--- config.mk ---
export PLATFORM = sky130hd
export DESIGN_NAME = mm_burst_flat
export DESIGN_NICKNAME = d
export VERILOG_FILES = /design/src/rtl/mm_burst_pkg.sv /design/src/rtl/mm_burst_if.sv /design/src/rtl/mm_burst_array.sv /design/src/rtl/mm_burst.sv /design/src/flat_wrapper.sv
export SDC_FILE = /design/constraint.sdc
export NUM_CORES = 1
export LEC_CHECK = 0
export ABC_AREA = 0
export CAP_MARGIN = 10
export CORE_MARGIN = 2
export CORE_UTILIZATION = 55
export CTS_BUF_LIST = sky130_fd_sc_hd__clkbuf_16
export DETAILED_ROUTE_END_ITERATION = 10
export PLACE_DENSITY = 0.75
export SYNTH_ARGS = -nofsm -noshare
export SYNTH_HDL_FRONTEND = slang
export SYNTH_SLANG_ARGS = --single-unit
--- constraint.sdc ---
create_clock -name clk -period 2.6 [get_ports clk]
set_clock_uncertainty 0.2 [all_clocks]
set_input_delay 0.52 -clock clk [delete_from_list [all_inputs] [get_ports clk]]
set_output_delay 0.52 -clock clk [all_outputs]
set_load 0.01 [all_outputs]
--- src/rtl/mm_burst_pkg.sv ---
// Shared types and helpers for the mm_burst burst-memory model.
package mm_pkg;

  typedef enum logic [1:0] {
    IDLE  = 2'd0,
    WAIT  = 2'd1,
    BURST = 2'd2
  } mm_state_e;

  // Width of a counter that must hold 0..n-1, never narrower than one bit.
  function automatic int cnt_w(input int n);
    return (n <= 1) ? 1 : $clog2(n);
  endfunction

endpackage

--- src/rtl/mm_burst_if.sv ---
// Request / beat bus between the cache controller (master) and mm_burst (slave).
// The err signal exists only when MM_BOUNDS_CHECK_EN is defined.
interface mm_burst_if #(
  parameter int DATA_W = 16,
  parameter int ADDR_W = 5
);
  logic              req_valid;
  logic              req_ready;
  logic              req_we;
  logic [ADDR_W-1:0] req_addr;
  logic              wr_ready;
  logic [DATA_W-1:0] wr_data;
  logic              rd_valid;
  logic [DATA_W-1:0] rd_data;
  logic              done;
`ifdef MM_BOUNDS_CHECK_EN
  logic              err;
`endif

  modport master (
    output req_valid, req_we, req_addr, wr_data,
    input  req_ready, wr_ready, rd_valid, rd_data, done
`ifdef MM_BOUNDS_CHECK_EN
    , input err
`endif
  );

  modport slave (
    input  req_valid, req_we, req_addr, wr_data,
    output req_ready, wr_ready, rd_valid, rd_data, done
`ifdef MM_BOUNDS_CHECK_EN
    , output err
`endif
  );
endinterface

--- src/rtl/mm_burst_array.sv ---
// Storage for mm_burst: DEPTH x DATA_W, synchronous write, registered read.
// Addresses at or beyond DEPTH drop writes and read back as zero.
module mm_array #(
  parameter int DATA_W = 16,
  parameter int DEPTH  = 20,
  parameter int ADDR_W = 5
) (
  input  logic              clk,
  input  logic              rst,
  input  logic              we_i,
  input  logic [ADDR_W-1:0] waddr_i,
  input  logic [DATA_W-1:0] wdata_i,
  input  logic              re_i,
  input  logic [ADDR_W-1:0] raddr_i,
  output logic [DATA_W-1:0] rdata_o
);

  logic [DATA_W-1:0] mem_q [DEPTH];
  logic [DATA_W-1:0] rdata_q;
  logic              w_in_range;
  logic              r_in_range;

  assign w_in_range = (32'(waddr_i) < 32'(DEPTH));
  assign r_in_range = (32'(raddr_i) < 32'(DEPTH));

  // Contents deliberately survive reset.
  always_ff @(posedge clk) begin
    if (we_i && w_in_range) begin
      mem_q[waddr_i] <= wdata_i;
    end
  end

  always_ff @(posedge clk) begin
    if (rst) begin
      rdata_q <= '0;
    end else if (re_i) begin
      rdata_q <= r_in_range ? mem_q[raddr_i] : '0;
    end
  end

  assign rdata_o = rdata_q;

endmodule

--- src/rtl/mm_burst.sv ---
// Main-memory model: one aligned BURST_LEN-word burst per request after LATENCY wait cycles.
// Define MM_BOUNDS_CHECK_EN to reject out-of-range bursts with an err pulse.
module mm_burst
  import mm_pkg::*;
#(
  parameter int DATA_W    = 16,
  parameter int DEPTH     = 20,
  parameter int ADDR_W    = 5,
  parameter int BURST_LEN = 4,
  parameter int LATENCY   = 2
) (
  input  logic       clk,
  input  logic       rst,
  mm_burst_if.slave  bus
);

  localparam int BW = cnt_w(BURST_LEN);
  localparam int LW = cnt_w(LATENCY);
  localparam logic [BW-1:0]     BEAT_LAST  = BW'(BURST_LEN - 1);
  localparam logic [LW-1:0]     LAT_INIT   = (LATENCY > 0) ? LW'(LATENCY - 1) : '0;
  localparam logic [ADDR_W-1:0] ALIGN_MASK = ~ADDR_W'(BURST_LEN - 1);

  mm_state_e         state_q, state_d;
  logic              we_q, we_d;
  logic [ADDR_W-1:0] base_q, base_d;
  logic [BW-1:0]     beat_q, beat_d;
  logic [LW-1:0]     lat_q, lat_d;
  logic              oob_q, oob_d;

  logic [ADDR_W-1:0] aligned;
  logic              oob_req;
  logic              rd_issue;
  logic [ADDR_W-1:0] rd_addr;
  logic              in_burst;

  assign aligned = bus.req_addr & ALIGN_MASK;

`ifdef MM_BOUNDS_CHECK_EN
  assign oob_req = (({1'b0, aligned} + (ADDR_W+1)'(BURST_LEN - 1)) >= (ADDR_W+1)'(DEPTH));
`else
  assign oob_req = 1'b0;
`endif

  always_ff @(posedge clk) begin
    if (rst) begin
      state_q <= IDLE;
      we_q    <= 1'b0;
      base_q  <= '0;
      beat_q  <= '0;
      lat_q   <= '0;
      oob_q   <= 1'b0;
    end else begin
      state_q <= state_d;
      we_q    <= we_d;
      base_q  <= base_d;
      beat_q  <= beat_d;
      lat_q   <= lat_d;
      oob_q   <= oob_d;
    end
  end

  // The array read is issued in the cycle before each read beat.
  always_comb begin
    state_d  = state_q;
    we_d     = we_q;
    base_d   = base_q;
    beat_d   = beat_q;
    lat_d    = lat_q;
    oob_d    = oob_q;
    rd_issue = 1'b0;
    rd_addr  = base_q + ADDR_W'(beat_q) + ADDR_W'(1);
    unique case (state_q)
      IDLE: begin
        if (bus.req_valid) begin
          we_d   = bus.req_we;
          base_d = aligned;
          beat_d = '0;
          lat_d  = LAT_INIT;
          if (oob_req) begin
            oob_d   = 1'b1;
            state_d = WAIT;
          end else if (LATENCY == 0) begin
            state_d  = BURST;
            rd_issue = ~bus.req_we;
            rd_addr  = aligned;
          end else begin
            state_d = WAIT;
          end
        end
      end
      WAIT: begin
        if (oob_q) begin
          oob_d   = 1'b0;
          state_d = IDLE;
        end else if (lat_q == '0) begin
          state_d  = BURST;
          rd_issue = ~we_q;
          rd_addr  = base_q;
        end else begin
          lat_d = lat_q - LW'(1);
        end
      end
      BURST: begin
        if (beat_q == BEAT_LAST) begin
          beat_d  = '0;
          state_d = IDLE;
        end else begin
          beat_d   = beat_q + BW'(1);
          rd_issue = ~we_q;
        end
      end
      default: state_d = IDLE;
    endcase
  end

  assign in_burst      = (state_q == BURST) && !rst;
  assign bus.req_ready = (state_q == IDLE) && !rst;
  assign bus.rd_valid  = in_burst && !we_q;
  assign bus.wr_ready  = in_burst && we_q;
  assign bus.done      = in_burst && (beat_q == BEAT_LAST);
`ifdef MM_BOUNDS_CHECK_EN
  assign bus.err       = (state_q == WAIT) && oob_q && !rst;
`endif

  mm_array #(
    .DATA_W (DATA_W),
    .DEPTH  (DEPTH),
    .ADDR_W (ADDR_W)
  ) u_array (
    .clk     (clk),
    .rst     (rst),
    .we_i    (bus.wr_ready),
    .waddr_i (base_q + ADDR_W'(beat_q)),
    .wdata_i (bus.wr_data),
    .re_i    (rd_issue && !rst),
    .raddr_i (rd_addr),
    .rdata_o (bus.rd_data)
  );

endmodule
--- src/flat_wrapper.sv ---
// flat-port wrapper written by rule: the top's interface ports become plain ports
module mm_burst_flat import mm_pkg::*;
#(
  parameter int DATA_W    = 16,
  parameter int DEPTH     = 20,
  parameter int ADDR_W    = 5,
  parameter int BURST_LEN = 4,
  parameter int LATENCY   = 2
)
  (clk, rst, bus_req_valid, bus_req_we, bus_req_addr, bus_wr_data, bus_req_ready, bus_wr_ready, bus_rd_valid, bus_rd_data, bus_done);
  mm_burst_if #(.DATA_W(DATA_W), .ADDR_W(ADDR_W)) bus_i ();
  input  logic clk;
  input  logic rst;
  input wire logic [$bits(bus_i.req_valid)-1:0] bus_req_valid;
  input wire logic [$bits(bus_i.req_we)-1:0] bus_req_we;
  input wire logic [$bits(bus_i.req_addr)-1:0] bus_req_addr;
  input wire logic [$bits(bus_i.wr_data)-1:0] bus_wr_data;
  output wire logic [$bits(bus_i.req_ready)-1:0] bus_req_ready;
  output wire logic [$bits(bus_i.wr_ready)-1:0] bus_wr_ready;
  output wire logic [$bits(bus_i.rd_valid)-1:0] bus_rd_valid;
  output wire logic [$bits(bus_i.rd_data)-1:0] bus_rd_data;
  output wire logic [$bits(bus_i.done)-1:0] bus_done;
  assign bus_i.req_valid = bus_req_valid;
  assign bus_i.req_we = bus_req_we;
  assign bus_i.req_addr = bus_req_addr;
  assign bus_i.wr_data = bus_wr_data;
  assign bus_req_ready = bus_i.req_ready;
  assign bus_wr_ready = bus_i.wr_ready;
  assign bus_rd_valid = bus_i.rd_valid;
  assign bus_rd_data = bus_i.rd_data;
  assign bus_done = bus_i.done;
  mm_burst #(.DATA_W(DATA_W), .DEPTH(DEPTH), .ADDR_W(ADDR_W), .BURST_LEN(BURST_LEN), .LATENCY(LATENCY)) u_core (.clk(clk), .rst(rst), .bus(bus_i));
endmodule
# After elaboration in Yosys (flattened, before gate mapping)
# Memory sizes are Yosys's and may differ from the RTL's.
# Cells that the tools add are included.
dict set report totals {
  word_cells 54
  ramBits 320
  output_inout_bits 20
  memories 1
  in_bits 25
  reg_bits 25
}
dict set report classes {
  add_sub_neg 4
  eq_ne 6
  reduce_logical 16
  bitwise 1
  n_lt_le_gt_ge 2
  mux 18
}
# name depth width read_ports rd_ports_with_merged_regs write_ports line_no
set memory_table {}
lappend memory_table {u_core.u_array.mem_q 20 16 1 0 1 mm_burst_array.sv:18} ;# logic [DATA_W-1:0] mem_q [DEPTH];
# op count
set ops {}
lappend ops {{16-bit 2-to-1 mux} 1}
lappend ops {{5-bit < comparator (second input constant)} 2}
lappend ops {{2-bit 2-to-1 mux} 5}
lappend ops {{5-bit 2-to-1 mux} 2}
lappend ops {{1-bit logical AND} 7}
lappend ops {{1-bit 2-to-1 mux} 6}
lappend ops {{2-bit case mux with 3 select lines} 1}
lappend ops {{2-bit AND reduction} 3}
lappend ops {{5-bit by 1-bit adder with 5-bit output (second input constant)} 1}
lappend ops {{5-bit by 2-bit adder with 5-bit output} 1}
lappend ops {{2-bit == test (second input constant)} 2}
lappend ops {{2-bit != test (second input constant)} 2}
lappend ops {{1-bit case mux with 2 select lines} 2}
lappend ops {{2-bit case mux with 2 select lines} 1}
lappend ops {{2-bit nonzero test} 2}
lappend ops {{3-bit AND reduction} 1}
lappend ops {{2-bit by 1-bit adder with 2-bit output (second input constant)} 1}
lappend ops {{2-bit by 1-bit == test with 1-bit output (second input constant)} 1}
lappend ops {{1-bit logical NOT} 2}
lappend ops {{2-bit logical NOT} 1}
lappend ops {{2-bit by 1-bit != test with 1-bit output (second input constant)} 1}
lappend ops {{1-bit inverter} 1}
lappend ops {{1-bit subtractor (second input constant)} 1}

# Logic depth before layout (Yosys ltp)
# Gate-level depths: netlist of the first run.
dict set report logic_depth {
  ltp_word 6
  ltp_mapped 13
  ltp_nobuf 8
}

# Hierarchy
# A second synthesis of the first run with hierarchy kept.
dict set report unflattened {
  hier_cells 756
  area_unflattened_um2 13613.1
}
# module n_inst area_per_inst_um2 cells_each seq_area_each_um2
set by_module_without_submodules {}
lappend by_module_without_submodules {mm_array 1 13042.5 689 9929.5}
lappend by_module_without_submodules {mm_burst 1 570.5 67 180.2}

# Least setup slack after synthesis of the first run
# No wires, ideal clock.
dict set report synth_timing {
  kind {reg2reg}
  startpoint {register u_core.beat_q[0]}
  endpoint {register u_core.u_array.rdata_q[5], in the netlist u_core.u_array.rdata_o[5]}
  slack_ps -319
  setup_ps 88
  path_stages_with_launch 13
  t_required_ps 2312
  n_path_buf 5
  synth_period_minus_slack_ps 2919
  arrival_ps 2631
  cell_sequence {dfxtp_1 inv_1 clkbuf_1 clkbuf_1 ha_1 buf_4 buf_2 nand2_1 buf_1 o22ai_1 a211oi_1 o21ai_0 a311oi_2}
}
dict set report synth_between {
  elab_chain_len 6
  elab_cells_between_ends 11
  classes_between {add/sub (2); order compare (1); eq/ne (1); mux (5); reduce/logical (1); memory (1)}
}
# element line_no
set synth_lines {}
lappend synth_lines {{start: declaration} mm_burst.sv:26} ;# logic [BW-1:0] beat_q, beat_d;
lappend synth_lines {{start signal: assignment} mm_burst.sv:56} ;# beat_q <= beat_d;
lappend synth_lines {{5-bit by 2-bit adder with 5-bit output} mm_burst.sv:71} ;# rd_addr = base_q + ADDR_W'(beat_q) + ADDR_W'(1);
lappend synth_lines {{5-bit by 1-bit adder with 5-bit output} mm_burst.sv:71}
lappend synth_lines {{5-bit 2-to-1 mux} mm_burst.sv:95} ;# end else if (lat_q == '0) begin
lappend synth_lines {{5-bit 2-to-1 mux} mm_burst.sv:72} ;# unique case (state_q)
lappend synth_lines {{memory read 20 x 16 bit or 5-bit < comparator (tied branches)} -}
lappend synth_lines {{16-bit 2-to-1 mux} mm_burst_array.sv:37} ;# rdata_q <= r_in_range ? mem_q[raddr_i] : '0;
lappend synth_lines {{end signal: assignment} mm_burst_array.sv:37}
lappend synth_lines {{end: declaration} mm_burst_array.sv:19} ;# logic [DATA_W-1:0] rdata_q;
# Several ways; a longest one is shown, not always the timed one.
# A chain may end at the register's enable or synchronous reset.

# Worst setup path in the final report of the first run
# Same ends and word-level chain as after synthesis.

==> results by group, run 1 <==
Outcome
  • Status: finished clean

GRT
  • Vias in the first global route: between 8000 and 9000
  • First-pass GRT wire length: roughly 53000 microns
  • Global Route Usage Sum: a little over a quarter
  • Antenna violations before repair: 0
  • Total grt overflow: 0
  • Largest net degree at the start of global routing: between 90 and 100

Drt
  • First-pass iteration count of the detailed router: 6
  • Post-Route WL: 36300 microns
  • Vias: between 9000 and 10000
  • Vias per cell: 6.47
  • DRC Markers: 0
  • Wire per inst: 25.0 microns
  • ANT nets after route: 0
  • DR iter-0 viols: 1113

Timing
  • Worst-Margin Slew: between 0.7 and 0.8 ns
  • Final setup fails: 0
  • Post-route setup slack: ~0.038 ns
  • Post-route minimum period: ~2.6 ns
  • Achievable Freq: just under 400 MHz
  • Relative slew slack: between 50 and 60%
  • Total Neg Setup Slack: 0 ns
  • Final period util: about 100%
  • Pins Over Slew Limit: 0
  • Final hold viol count: 0

Cells and area
  • Most frequent cells in the layout: edfxtp_1, buf_4, nand2_1
  • Area delta synth->final: 20.8%
  • Most common cell after layout, fill and taps aside: edfxtp_1
  • Inserted Diodes: 0
  • Fill count: between 1500 and 2000
  • Final net count: about 1100
  • Share of layout cells above drive strength 1: between 20% and 30%

Setup path
  • Reg2reg setup slack: about 0.038 ns
  • CP dominant cell by count: buf_4
  • Crit path cell chain: inv_1 > ha_4 > buf_4 > buf_4 > mux2_2 > o22ai_1 > a211oi_1 > o21ai_0 > a311oi_2
  • Crit-path slowest cell: dfxtp_4
  • CP Launch Type: flop
  • FF-to-FF End: u_core.u_array.rdata_o[5]$_SDFFE_PP0P_
  • CP max stage delay: 0.37 ns
  • Cells on worst reg2reg path: 9
  • Worst Path Required: between 2 and 3 ns
  • Worst setup EP type: flop
  • Crit path DAT: 2.74 ns
  • CP Class: reg -> reg
  • Worst r2r src: u_core.beat_q[0]$_SDFFE_PP0P_
  • CP max FO: 11

Floorplan
  • Core Box Area: ~26000 sq um
  • Initial Util: 55.5%
  • Die footprint: about 27000 sq um
  • Width of the die: between 150 and 200 microns
  • Die height: roughly 170 microns
  • I/O pins: 45
  • Number of cell rows: slightly below 60

Yosys
  • Synth warn: 0
  • Syn_nets: ~1000
  • Share of the synthesized area in the top cell type: about two thirds
  • Most used DFF post-synth: edfxtp_1
  • Mapped Cells: 970
  • Sequential fraction of the synthesis area: slightly above 70%
  • Syn_area_per_cell: 14.7 sq um
  • Post-synth EDFFs: 320
  • Synthesized area: between 10000 and 15000 sq um
  • Ys async rst share: 0%
  • Synth area leader: edfxtp_1
  • Register bit total from synthesis: 345
  • Largest cells by area after synthesis: edfxtp_1, mux2_2, dfxtp_1
  • Synth unique cells: 53

Placed design
  • GPL Wtd Cong: about 0.86
  • HPWL Detailed: 21800 microns
  • Pre-CTS WS: -0.0488 ns
  • Port Buffers: 42

Worst hold path
  • Hold Path Class: reg -> reg
  • Hold EP: u_core.state_q[0]$_SDFFE_PP0P_
  • WHS Path Cells: 2
  • HP Start: u_core.state_q[0]$_SDFFE_PP0P_

CTS
  • CTS buffer count: 35
  • Max Root-Sink Buffers: 3
  • Worst-Skew Late Latency: 0.52 ns
  • Clk slew on worst S/H paths: approximately 0.060 ns
  • Root Driver: clkbuf_16
  • Clock Sinks: between 300 and 400
  • CTS tree: built
  • H-tree depth: 2

Power and ir drop
  • Total chip power: roughly 12 mW
  • IR drop worst, VDD: roughly 0.00052 V
  • P per Cell Area: about 720 nW/um^2
  • Leakage power figure: between 5 and 6 nW

Flow run
  • # Max-Cap Violations: 0
-- critical path: cells and delay by family (launching register included) --
family                     cells  cell delay [ns]
muxes                          1             0.36
adders and majority gates      1             0.37
buffers and inverters          3             0.50
AOI/OAI and AO/OA              4             0.61
DFF                            1             0.37
-- cell families (layout without fill, tap and decap cells) --
group | Yosys count | after routing | share of synthesized area [%]
mux | 68 | 68 | 5.37
simple gates | 182 | 182 | 6.70
flops | 345 | 345 | 70.7
compound gates | 287 | 288 | 13.8
fa+ha+maj | 8 | 8 | 0.700
xor+xnor | 1 | 1 | 0.193
buf+inv | 79 | 222 | 2.53
-- state kept, by name, summed over array words and instances (netlist names) --
signal                  count
u_core.u_array.rdata_o     16
u_core.beat_q               2
u_core.we_q                 1
u_core.state_q              2
u_core.base_q               3
u_core.u_array.mem_q      320
u_core.lat_q                1
-- metrics by stage --
stage / util (%) / hold slack (ns) / area, sq um / cells
after detailed placement: 61.6 / 0.298 / 15900 / 1376
after CTS: 66.4 / 0.306 / 17100 / 1441
after global placement: 61.6 / 0.285 / 15900 / 1376
final: 67.0 / 0.299 / 17300 / 1449
after floorplan: - / 0.267 / 14300 / 970
after global routing: 67.0 / 0.340 / 17300 / 1449
-- metal layers --
layer  vias to the layer above  track usage [%]  routed length, microns
met5                         -                0                       0
met2                       493             42.6                   17500
met3                        82             4.70                    2880
li1                       4095                -                       -
met4                         0             12.4                    1470
met1                      4707             34.5                   14400
-- Yosys cell counts (7+ instances only) --
library cell and n:
clkbuf_1 39, nand3b_1 28, o21ai_0 61, ha_1 8, edfxtp_1 320, a21boi_1 11
or3_1 19, a221oi_1 15, nand2_1 77, a211oi_1 33, a311oi_1 27, a21oi_1 25
mux2i_1 7, nand3_1 8, dfxtp_1 25, o211ai_1 28, mux2_2 60, buf_2 23
a21o_1 13, nor2_1 32, o22ai_1 53
-- how the worst max path moves through the flow --
stage	start	to	slack, ns	cells after the start
CTS	u_core.state_q[1]$_SDFFE_PP0P_	u_core.u_array.rdata_o[8]$_SDFFE_PP0P_	-0.01	10
finish	u_core.beat_q[0]$_SDFFE_PP0P_	u_core.u_array.rdata_o[5]$_SDFFE_PP0P_	0.04	9
floorplan	u_core.beat_q[0]$_SDFFE_PP0P_	u_core.u_array.rdata_o[9]$_SDFFE_PP0P_	0.009	12
global route	u_core.beat_q[1]$_SDFFE_PP0P_	u_core.u_array.rdata_o[13]$_SDFFE_PP0P_	-0.008	10
global placement	rst	u_core.u_array.mem_q[3][2]$_DFFE_PP_	0.008	6
detailed placement	u_core.state_q[1]$_SDFFE_PP0P_	u_core.u_array.rdata_o[15]$_SDFFE_PP0P_	-0.05	9
-- power by group --
part / internal [mW] / leakage, nW / switching (mW)
registers: 6.07 / 3.08 / 0.0282
clock network: 3.11 / 0.604 / 2.04
logic: 0.447 / 1.93 / 0.712
-- repair_timing --
action | CTS | global route
buffers inserted | 2 | 6
endpoints found under the setup margin | 18 | 16
pin swaps | 1 | 9
cloned | 0 | 2
resized for setup | 15 | 23
hold buffers | 0 | 0
-- final cells by class --
type	count	area [sq um]	area share, %
multi-input combinational	547	3960	22.9
clock buffer	36	901	5.22
sequential	345	10100	58.6
tap	335	419	2.43
inverter	7	28.8	0.167
timing repair buffer	152	1560	9.01
clock inverter	27	285	1.65
Power figures use the tool's default switching activity.
==> run 2: changes to the inputs <==
CTS_CLUSTER_DIAMETER = 80   (was default)
==> results of run 2 <==
Same layout as run 1: the final DEF is identical, and so are final timing and power.
==> run 3: changes to the inputs <==
CTS_CLUSTER_DIAMETER = default   (was 80)
SETUP_SLACK_MARGIN = 0.3   (was default)
==> run 3 against run 2 <==
  * Cell area up 3.6%
  * Register-to-register slack improved by 0.03 ns
  * Setup slack better by 0.026 ns
  * Via count increased by 2.2%
  * Global-route usage grew 1.5 points
  * Sequential power barely moved
  * Critical path type unchanged
  * Critical endpoint is now u_core.u_array.rdata_o[15]$_SDFFE_PP0P_
  * Highest routed layer unchanged
==> results by group, run 3 (synthesized netlist as in run 1, its figures left out) <==
Timing
  • Final setup fails: 0 (unchanged)
  • Achievable Freq: 394 MHz (was 390 MHz)
  • Pins Over Slew Limit: 0 (unchanged)
  • RSZ-0062 raised after global routing: true
  • Post-route minimum period: 2.54 ns (was 2.56 ns)
  • Final period util: 97.5% (was 98.5%)
  • Final hold viol count: 0 (unchanged)
  • Relative slew slack: 48.8% (was 51.7%)
  • Hold WS: 0.319 ns (was 0.299 ns)
  • Worst-Margin Slew: 0.765 ns (was 0.722 ns)
  • Total Neg Setup Slack: 0 ns (unchanged)

Drt
  • DR iter-0 viols: 1317 (was 1113)
  • First-pass iteration count of the detailed router: 6 (unchanged)
  • Wire per inst: 25.6 microns (was 25.0 microns)
  • Post-Route WL: 37900 microns (was 36300 microns)
  • ANT nets after route: 0 (unchanged)
  • DRC Markers: 0 (unchanged)
  • Vias: 9584 (was 9377)
  • Vias per cell: 6.48 (was 6.47)

Worst hold path
  • HP Start: u_core.we_q$_SDFFE_PP0P_ (was u_core.state_q[0]$_SDFFE_PP0P_)
  • Hold EP: u_core.we_q$_SDFFE_PP0P_ (was u_core.state_q[0]$_SDFFE_PP0P_)
  • WHS Path Cells: 2 (unchanged)
  • Hold Path Class: reg -> reg (unchanged)

CTS
  • Clock Sinks: 345 (unchanged)
  • CTS tree: built (unchanged)
  • Root Driver: clkbuf_16 (unchanged)
  • Worst-Skew Late Latency: 0.51 ns (was 0.52 ns)
  • Max Root-Sink Buffers: 3 (unchanged)
  • Clk slew on worst S/H paths: 0.06 ns (about the same)
  • CTS buffer count: 36 (was 35)
  • H-tree depth: 2 (unchanged)
  • Cts hold-fix bufs: 0 (unchanged)

Power and ir drop
  • Total chip power: 12.5 mW (was 12.4 mW)
  • Leakage power figure: 5.95 nW (was 5.61 nW)
  • IR drop worst, VDD: 0.000663 V (was 0.000520 V)
  • P per Cell Area: 696 nW/um^2 (was 719 nW/um^2)

Cells and area
  • Most common cell after layout, fill and taps aside: edfxtp_1 (unchanged)
  • Inserted Diodes: 0 (unchanged)
  • Top reg by flops: u_core.u_array.mem_q (unchanged)
  • Largest register FFs: 320 (unchanged)
  • Finished Layout Cells: 1480 (was 1449)
  • Share of layout cells above drive strength 1: 28.6% (was 23.7%)
  • Area delta synth->final: 25.2% (was 20.8%)
  • Final net count: 1152 (was 1121)
  • Most frequent cells in the layout: edfxtp_1, buf_4, nand2_1 (unchanged)

Placed design
  • GPL Wtd Cong: 0.876 (was 0.861)
  • Placed instance count: 1380 (was 1376)
  • Port Buffers: 42 (unchanged)
  • HPWL Detailed: 21800 microns (about the same)

GRT
  • First-pass GRT wire length: 55700 microns (was 52700 microns)
  • Antenna violations before repair: 0 (unchanged)
  • Vias in the first global route: 9435 (was 8921)
  • Global Route Usage Sum: 27.7% (was 26.2%)
  • Total grt overflow: 0 (unchanged)
  • Layer with the highest usage: met2 (unchanged)
  • Largest net degree at the start of global routing: 34 (was 92)
  • Met1 Use GR: 36.9% (was 34.5%)
  • Met3 Track Usage GR: 4.97% (was 4.70%)
  • Met2 usage: 43.4% (was 42.6%)

Floorplan
  • Die height: 165 microns (unchanged)
  • Width of the die: 165 microns (unchanged)
  • Initial Util: 55.5% (unchanged)
  • I/O pins: 45 (unchanged)
  • Core Box Area: 25800 sq um (unchanged)
  • Number of cell rows: 59 (unchanged)
  • Die footprint: 27300 sq um (unchanged)

Setup path
  • FF-to-FF End: u_core.u_array.rdata_o[15]$_SDFFE_PP0P_ (was u_core.u_array.rdata_o[5]$_SDFFE_PP0P_)
  • CP Class: reg -> reg (unchanged)
  • Worst Path Required: 2.82 ns (was 2.78 ns)
  • Crit path cell chain: inv_2 > ha_4 > nor2b_4 > buf_6 > nor3_2 > buf_4 > nor4_4 > buf_4 > o21bai_4 > buf_12 > a21boi_4 > a311oi_2 (was inv_1 > ha_4 > buf_4 > buf_4 > mux2_2 > o22ai_1 > a211oi_1 > o21ai_0 > a311oi_2)
  • Crit-path slowest cell: nor4_4 (was dfxtp_4)
  • CP max FO: 8 (was 11)
  • Reg2reg setup slack: 0.06 ns (was 0.04 ns)
  • Crit. Startpoint: u_core.state_q[1]$_SDFFE_PP0P_ (was u_core.beat_q[0]$_SDFFE_PP0P_)
  • CP Launch Type: flop (unchanged)
  • Worst r2r src: u_core.state_q[1]$_SDFFE_PP0P_ (was u_core.beat_q[0]$_SDFFE_PP0P_)
  • CP max stage delay: 0.34 ns (was 0.37 ns)
  • Crit path DAT: 2.76 ns (was 2.74 ns)
  • Worst setup EP type: flop (unchanged)
  • CP dominant cell by count: buf_4 (unchanged)
  • Cells on worst reg2reg path: 12 (was 9)

Outcome
  • Status: finished clean (unchanged)

Flow run
  • # Max-Cap Violations: 0 (unchanged)
run 3: what timing repair did:
| action | 4_1_cts | 5_1_grt |
|---|---|---|
| resized for setup | 89 | 27 |
| buffers inserted | 26 | 6 |
| cloned | 4 | 0 |
| endpoints found under the setup margin | 236 | 61 |
| pin swaps | 42 | 25 |
run 3: report_power, final:
group / switching (mW) / internal, mW
Clock: 2.02 / 3.04
Sequential: 0.0292 / 6.07
Combinational: 0.768 / 0.528
Total: 2.82 / 9.64
run 3: metrics by stage:
stage	utilization, %	worst slack (ns)	instance area (sq um)
after floorplan	-	0.0771	14600
after global placement	62.1	-0.0356	16000
after detailed placement	62.1	-0.142	16000
after CTS	68.9	0.188	17800
after global routing	69.4	0.0197	17900
final	69.4	0.0641	17900
run 3: worst max-delay path by stage:
stage | end | slack [ns] | cells past startpoint
after floorplan | u_core.u_array.mem_q[14][0]$_DFFE_PP_ | 0.08 | 5
after global placement | u_core.u_array.mem_q[10][7]$_DFFE_PP_ | -0.04 | 7
after detailed placement | u_core.u_array.rdata_o[2]$_SDFFE_PP0P_ | -0.14 | 9
after CTS | bus_wr_ready | 0.19 | 5
after global routing | u_core.u_array.rdata_o[7]$_SDFFE_PP0P_ | 0.02 | 12
final | u_core.u_array.rdata_o[15]$_SDFFE_PP0P_ | 0.06 | 12
run 3: cell type report:
type,count,area (sq um)
flip-flops and latches,345,10100
fillers,1582,7870
multi-input cells,547,4200
repair buffers,182,1940
clock buffers,38,951
well taps,335,419
clock inverters,26,225
inverters,7,33.8
run 3: per-layer routing:
| layer | part of all wire [%] | vias to the layer above | routed length [microns] |
|---|---|---|---|
| li1 | - | 4161 | - |
| met1 | 39 | 4721 | 14800 |
| met2 | 47 | 574 | 17800 |
| met3 | 8.8 | 128 | 3320 |
| met4 | 5.3 | 0 | 2000 |
| met5 | 0 | - | 0 |
run 3: worst max-delay path: cells and delay by family, from the launching register on:
kind	cells	cell delay (ns)
AOI/OAI and AO/OA	3	0.46
adders and majority gates	1	0.15
buffers and inverters	5	0.70
DFF	1	0.32
and+or+nand+nor	3	0.62
